File: src/rtl/mem_port_arbiter_if.sv
// Signal bundle between the pipeline (fetch + data side), the arbiter and the memory.
// Handshake: a requester raises *_req with stable address/data and holds them while *_wait=1;
// *_valid pulses one cycle when its access finishes. Memory side: mem_req holds until mem_ack=1.
interface mem_port_arbiter_if;
  logic        if_req;
  logic [31:0] if_addr;
  logic [31:0] if_rdata;
  logic        if_valid;
  logic        if_wait;
  logic        d_req;
  logic        d_we;
  logic [31:0] d_addr;
  logic [31:0] d_wdata;
  logic [31:0] d_rdata;
  logic        d_valid;
  logic        d_wait;
  logic        mem_req;
  logic        mem_we;
  logic [31:0] mem_addr;
  logic [31:0] mem_wdata;
  logic [31:0] mem_rdata;
  logic        mem_ack;
  logic        err;

  modport slave (
    input  if_req, if_addr, d_req, d_we, d_addr, d_wdata, mem_rdata, mem_ack,
    output if_rdata, if_valid, if_wait, d_rdata, d_valid, d_wait,
           mem_req, mem_we, mem_addr, mem_wdata, err
  );

  modport master (
    output if_req, if_addr, d_req, d_we, d_addr, d_wdata, mem_rdata, mem_ack,
    input  if_rdata, if_valid, if_wait, d_rdata, d_valid, d_wait,
           mem_req, mem_we, mem_addr, mem_wdata, err
  );
endinterface

File: src/rtl/mem_port_arbiter.sv
// Shares one single-ported variable-latency memory between instruction fetch and data access.
// Data side wins ties; all memory-side outputs are registered; a watchdog flags stuck accesses.
module mem_port_arbiter #(
  parameter int unsigned TIMEOUT = 255
) (
  input  logic                clk,
  input  logic                reset,
  mem_port_arbiter_if.slave   bus,
  output logic [1:0]          fsm_state
);

  typedef enum logic [1:0] {
    IDLE  = 2'd0,
    FETCH = 2'd1,
    DATA  = 2'd2
  } state_t;

  localparam logic [7:0] TIMEOUT_C = 8'(TIMEOUT);

  state_t      state_q, state_d;
  logic        req_q, req_d;
  logic        we_q, we_d;
  logic [31:0] addr_q, addr_d;
  logic [31:0] wdata_q, wdata_d;
  logic        if_valid_q, if_valid_d;
  logic        d_valid_q, d_valid_d;
  logic [31:0] if_rdata_q, if_rdata_d;
  logic [31:0] d_rdata_q, d_rdata_d;
  logic [7:0]  cnt_q, cnt_d;
  logic        err_q, err_d;

  // State register (together with the registered outputs it produces)
  always_ff @(posedge clk or negedge reset) begin
    if (!reset) begin
      state_q    <= IDLE;
      req_q      <= 1'b0;
      we_q       <= 1'b0;
      addr_q     <= '0;
      wdata_q    <= '0;
      if_valid_q <= 1'b0;
      d_valid_q  <= 1'b0;
      if_rdata_q <= '0;
      d_rdata_q  <= '0;
      cnt_q      <= '0;
      err_q      <= 1'b0;
    end else begin
      state_q    <= state_d;
      req_q      <= req_d;
      we_q       <= we_d;
      addr_q     <= addr_d;
      wdata_q    <= wdata_d;
      if_valid_q <= if_valid_d;
      d_valid_q  <= d_valid_d;
      if_rdata_q <= if_rdata_d;
      d_rdata_q  <= d_rdata_d;
      cnt_q      <= cnt_d;
      err_q      <= err_d;
    end
  end

  // A side whose valid is pulsing still shows its old address, so it is not granted.
  always_comb begin
    state_d = state_q;
    case (state_q)
      IDLE: begin
        if (bus.d_req && !d_valid_q)
          state_d = DATA;
        else if (bus.if_req && !if_valid_q)
          state_d = FETCH;
      end
      FETCH, DATA: begin
        if (bus.mem_ack)
          state_d = IDLE;
      end
      default: state_d = IDLE;
    endcase
  end

  always_comb begin
    req_d      = req_q;
    we_d       = we_q;
    addr_d     = addr_q;
    wdata_d    = wdata_q;
    if_valid_d = 1'b0;
    d_valid_d  = 1'b0;
    if_rdata_d = if_rdata_q;
    d_rdata_d  = d_rdata_q;
    cnt_d      = cnt_q;
    err_d      = err_q;
    if (state_q == IDLE && state_d == DATA) begin
      req_d   = 1'b1;
      we_d    = bus.d_we;
      addr_d  = bus.d_addr;
      wdata_d = bus.d_wdata;
      cnt_d   = '0;
    end else if (state_q == IDLE && state_d == FETCH) begin
      req_d  = 1'b1;
      we_d   = 1'b0;
      addr_d = bus.if_addr;
      cnt_d  = '0;
    end else if (state_q != IDLE) begin
      if (bus.mem_ack) begin
        req_d = 1'b0;
        we_d  = 1'b0;
        if (state_q == FETCH) begin
          if_valid_d = 1'b1;
          if_rdata_d = bus.mem_rdata;
        end else begin
          d_valid_d = 1'b1;
          if (!we_q)
            d_rdata_d = bus.mem_rdata;
        end
      end else if (req_q) begin
        // Counter saturates at the limit; the access itself keeps waiting.
        if (cnt_q != TIMEOUT_C)
          cnt_d = cnt_q + 8'd1;
        if (cnt_q == TIMEOUT_C - 8'd1)
          err_d = 1'b1;
      end
    end
  end

  assign bus.mem_req   = req_q;
  assign bus.mem_we    = we_q;
  assign bus.mem_addr  = addr_q;
  assign bus.mem_wdata = wdata_q;
  assign bus.if_valid  = if_valid_q;
  assign bus.d_valid   = d_valid_q;
  assign bus.if_rdata  = if_rdata_q;
  assign bus.d_rdata   = d_rdata_q;
  assign bus.err       = err_q;
  assign bus.if_wait   = bus.if_req & ~if_valid_q;
  assign bus.d_wait    = bus.d_req & ~d_valid_q;
  assign fsm_state     = state_q;

endmodule
File: src/flat_wrapper.sv
// flat-port wrapper written by rule: the top's interface ports become plain ports
module mem_port_arbiter_flat 
#(
  parameter int unsigned TIMEOUT = 255
)
  (clk, reset, fsm_state, bus_if_req, bus_if_addr, bus_d_req, bus_d_we, bus_d_addr, bus_d_wdata, bus_mem_rdata, bus_mem_ack, bus_if_rdata, bus_if_valid, bus_if_wait, bus_d_rdata, bus_d_valid, bus_d_wait, bus_mem_req, bus_mem_we, bus_mem_addr, bus_mem_wdata, bus_err);
  mem_port_arbiter_if bus_i ();
  input  logic clk;
  input  logic reset;
  output logic [1:0] fsm_state;
  input wire logic [$bits(bus_i.if_req)-1:0] bus_if_req;
  input wire logic [$bits(bus_i.if_addr)-1:0] bus_if_addr;
  input wire logic [$bits(bus_i.d_req)-1:0] bus_d_req;
  input wire logic [$bits(bus_i.d_we)-1:0] bus_d_we;
  input wire logic [$bits(bus_i.d_addr)-1:0] bus_d_addr;
  input wire logic [$bits(bus_i.d_wdata)-1:0] bus_d_wdata;
  input wire logic [$bits(bus_i.mem_rdata)-1:0] bus_mem_rdata;
  input wire logic [$bits(bus_i.mem_ack)-1:0] bus_mem_ack;
  output wire logic [$bits(bus_i.if_rdata)-1:0] bus_if_rdata;
  output wire logic [$bits(bus_i.if_valid)-1:0] bus_if_valid;
  output wire logic [$bits(bus_i.if_wait)-1:0] bus_if_wait;
  output wire logic [$bits(bus_i.d_rdata)-1:0] bus_d_rdata;
  output wire logic [$bits(bus_i.d_valid)-1:0] bus_d_valid;
  output wire logic [$bits(bus_i.d_wait)-1:0] bus_d_wait;
  output wire logic [$bits(bus_i.mem_req)-1:0] bus_mem_req;
  output wire logic [$bits(bus_i.mem_we)-1:0] bus_mem_we;
  output wire logic [$bits(bus_i.mem_addr)-1:0] bus_mem_addr;
  output wire logic [$bits(bus_i.mem_wdata)-1:0] bus_mem_wdata;
  output wire logic [$bits(bus_i.err)-1:0] bus_err;
  assign bus_i.if_req = bus_if_req;
  assign bus_i.if_addr = bus_if_addr;
  assign bus_i.d_req = bus_d_req;
  assign bus_i.d_we = bus_d_we;
  assign bus_i.d_addr = bus_d_addr;
  assign bus_i.d_wdata = bus_d_wdata;
  assign bus_i.mem_rdata = bus_mem_rdata;
  assign bus_i.mem_ack = bus_mem_ack;
  assign bus_if_rdata = bus_i.if_rdata;
  assign bus_if_valid = bus_i.if_valid;
  assign bus_if_wait = bus_i.if_wait;
  assign bus_d_rdata = bus_i.d_rdata;
  assign bus_d_valid = bus_i.d_valid;
  assign bus_d_wait = bus_i.d_wait;
  assign bus_mem_req = bus_i.mem_req;
  assign bus_mem_we = bus_i.mem_we;
  assign bus_mem_addr = bus_i.mem_addr;
  assign bus_mem_wdata = bus_i.mem_wdata;
  assign bus_err = bus_i.err;
  mem_port_arbiter #(.TIMEOUT(TIMEOUT)) u_core (.clk(clk), .reset(reset), .bus(bus_i), .fsm_state(fsm_state));
endmodule
File: config.mk
export PLATFORM = sky130hd
export DESIGN_NAME = mem_port_arbiter_flat
export DESIGN_NICKNAME = d
export VERILOG_FILES = /design/src/rtl/mem_port_arbiter_if.sv /design/src/rtl/mem_port_arbiter.sv /design/src/flat_wrapper.sv
export SDC_FILE = /design/constraint.sdc
export NUM_CORES = 1
export LEC_CHECK = 0
export BUFFER_PORTS_ARGS = -buffer_cell sky130_fd_sc_hd__buf_2
export CORE_MARGIN = 4
export CORE_UTILIZATION = 43
export CTS_CLUSTER_SIZE = 25
export DETAILED_ROUTE_END_ITERATION = 7
export PLACE_DENSITY = 0.76
export SLEW_MARGIN = 20
export SYNTH_ARGS = -nofsm -noshare
export SYNTH_HDL_FRONTEND = slang
export SYNTH_SLANG_ARGS = --single-unit
File: constraint.sdc
create_clock -name clk -period 2.5 [get_ports clk]
set_clock_uncertainty 0.15 [all_clocks]
set_input_delay 0.25 -clock clk [delete_from_list [all_inputs] [get_ports clk]]
set_output_delay 0.25 -clock clk [all_outputs]
set_load 0.005 [all_outputs]
==> summary.txt <==
status - finished, final reports clean
reg-to-reg slack, setup - 0.01 ns
CTS tree - yes
Max-cap violations - 0
Syn Nets - 596
Fmax - 0.402 GHz
M1 WL - 7170 µm
Final min period - 2.49 ns
sequential-to-total area share from yosys stat - 58.8%
Buffers & Inverters on Critical Path - 2
vias in the first global route - 5,543
worst r2r path cells - 8
WS Path Type - flop to flop
most common cell after layout, fill and taps aside - buf_2
worst-margin pin slew - 0.541 ns
clk_lat worst skew - 0.40 ns
hold path start - bus_d_addr[6]
post-synthesis cell type count - 41
Synth area leader - dfrtp_1
Hold Crit Endpoint - u_core.bus.mem_addr[6]
Hold Crit Class - input port to flop
H-tree depth - 4
initial core utilization - 43.8%
synth warn - 0
Row Count - 43
CP max stage delay - 0.45 ns
Startpoint Class - flop
Post-DRT Antenna Nets - 0
Worst Path Arrival - 2.63 ns
largest net degree at the start of global routing - 59
CTS Sinks - 143
Final GP Congestion - 0.885
drt first pass iters - 4
Die ar. - 0.0161 mm²
clock buffer depth - 2
Lkg Pwr - 4.86 nW
vias - 5,015
final core utilization - 67.7%
DP Area - 0.00774 mm²
most frequent cells in the layout - buf_2, dfrtp_1, nand2_1, dlygate4sd3_1, mux2_1
RSZ-0062 raised after global routing - true
Antenna diodes - 0
Post-Syn Instances - 457
I/O pins - 271
Avg Cell Area, Syn - 13.3 µm²
initial DRC count - 184
final setup vio count - 0
cell family with the largest share of critical-path delay - compound AO/OA/AOI/OAI gates
Req. time, crit path - 2.64 ns
PnR worst setup slack - 0.0112 ns
Synth-to-Final Area Change - 54.4%
relative slew slack - 64.0%
slowest cell on the critical path - dfrtp_2
fin crit share - 99.6%
top layer used by detailed routing - met4
Nets - 963
grt ovf - 0
Crit Path Max Fanout - 10
Synth area leaders - dfrtp_1, mux2_1, mux2_4
IO buf count - 270
routed wl met3 - 1570 µm
Critical Path End Type - flop
hold depth - 3
crit-path cells - inv_2 -> ha_4 -> nor4bb_1 -> a311o_2 -> a21o_1 -> and3_4 -> clkbuf_16 -> mux2_4
FF-to-FF End - u_core.bus.mem_addr[17]
Clock transition at path regs - 0.06 ns
setup slack at placement - -0.0597 ns
Hold Vio Cnt, Final - 0
clk root buf - clkbuf_16
Final Cell Area - 0.00940 mm²
DR vias/cell - 4.94
layout cells sized above 1 - 49.0%
synthesized area - 0.00608 mm²
initial antenna violation count - 0
CTS Buf Count - 17
Seq cells post-synth - 143
fin. max-slew vios - 0
Remaining DRCs - 0
global-route wire length before repair - 29,100 µm
r2r startpoint - u_core.fsm_state[1]
setup TNS - 0 ns
die height - 127 µm
core area - 0.0139 mm²
GR Util All Layers - 23.2%
WHS - 0.0533 ns
WL per Instance - 18.9 µm
met2 wire length - 9810 µm
Die X - 127 µm
peak supply drop - 0.594 mV
area share of the largest cell type after synthesis - 58.8%
power density cells - 1320 mW/mm²
final wirelength - 19,100 µm
HPWL after DPL - 12,100 µm
==> cell type report <==
type,count,area (µm²)
fill,956,4480
clock buffer,20,457
sequential,143,3580
inverter,7,26.3
timing repair buffer,369,2440
clock inverter,10,186
multi-input combinational,286,2480
tap,180,225
==> worst max path at each step <==
stage                             start                      end  depth (start not counted)
floorplan           u_core.fsm_state[0]  u_core.bus.mem_addr[10]                          9
global placement    u_core.fsm_state[0]  u_core.bus.mem_addr[31]                          8
detailed placement  u_core.fsm_state[0]  u_core.bus.mem_addr[31]                          8
CTS                 u_core.fsm_state[1]  u_core.bus.mem_addr[16]                          8
global route        u_core.fsm_state[1]  u_core.bus.mem_addr[22]                          8
finish              u_core.fsm_state[1]  u_core.bus.mem_addr[17]                          8
==> power breakdown <==
group	switching, W	internal (W)
Combinational	0.00238	0.00320
Clock	0.000938	0.00181
Sequential	0.000663	0.00344
Total	0.00398	0.00846
==> repair_timing <==
action,4_1_cts,5_1_grt
cloned,2,3
hold buffers,66,0
endpoints found under the hold margin,152,0
resized for setup,16,18
pin swaps,4,5
setup buffers,8,3
endpoints found under the setup margin,34,45
==> per-layer routing <==
layer / up-vias / GRT usage (%)
met1: 2425 / 25.7
met2: 254 / 41.3
met5: - / 0
li1: 2292 / -
met4: 0 / 9.27
met3: 44 / 7.24
==> tightest hold or removal path, cell delays in order <==
cell	delay (ns)
buf_2	0.07
mux2_2	0.13
mux2_4	0.13
==> stage by stage <==
step	total power, W	std cells
after floorplan	0.00680	457
after global placement	0.00856	904
after detailed placement	0.00879	904
after CTS	0.0120	1009
after global routing	0.0132	1015
final	0.0124	1015
==> Yosys cell counts <==
cell type  number
dfrtp_1       143
nand2_1       102
mux2_1         65
mux2_2         32
mux2_4         31
nor2_1          9
clkbuf_1        8
inv_1           6
buf_6           5
ha_1            5
buf_2           4
nand3_1         4
xor2_1          4
and3_1          3
buf_4           3
nand4_1         3
xnor2_1         3
and2_1          2
nand2b_1        2
nor2b_1         2
a211oi_1        1
a21o_1          1
a21oi_1         1
a311o_1         1
a311oi_1        1
a41o_1          1
a41oi_1         1
and3b_1         1
and4_1          1
and4bb_1        1
buf_1           1
inv_2           1
nand2_2         1
nand3b_1        1
nor3_1          1
nor3b_1         1
nor4bb_1        1
o21ai_1         1
o21bai_1        1
o221ai_1        1
or3b_1          1
==> sequential cells by signal, summed over array words and instances (netlist names) <==
name	flops
u_core.fsm_state	2
u_core.bus.mem_addr	32
u_core.bus.if_rdata	32
u_core.bus.d_rdata	32
u_core.bus.mem_wdata	32
u_core.bus.if_valid	1
u_core.bus.err	1
u_core.bus.mem_req	1
u_core.bus.d_valid	1
u_core.bus.mem_we	1
u_core.cnt_q	8
==> kinds of logic (layout without fill, tap and decap cells) <==
logic type | Yosys count | count (layout) | synth area share, %
adder cells (fa/ha/maj) | 5 | 5 | 1.03
buffers and inverters | 28 | 406 | 2.61
AO/OA/AOI/OAI | 10 | 10 | 1.30
flip-flops | 143 | 143 | 58.8
multiplexers | 128 | 128 | 25.6
XOR/XNOR | 7 | 7 | 1.01
AND/OR/NAND/NOR | 136 | 136 | 9.64
No activity file was read; power rests on OpenSTA's default activity.
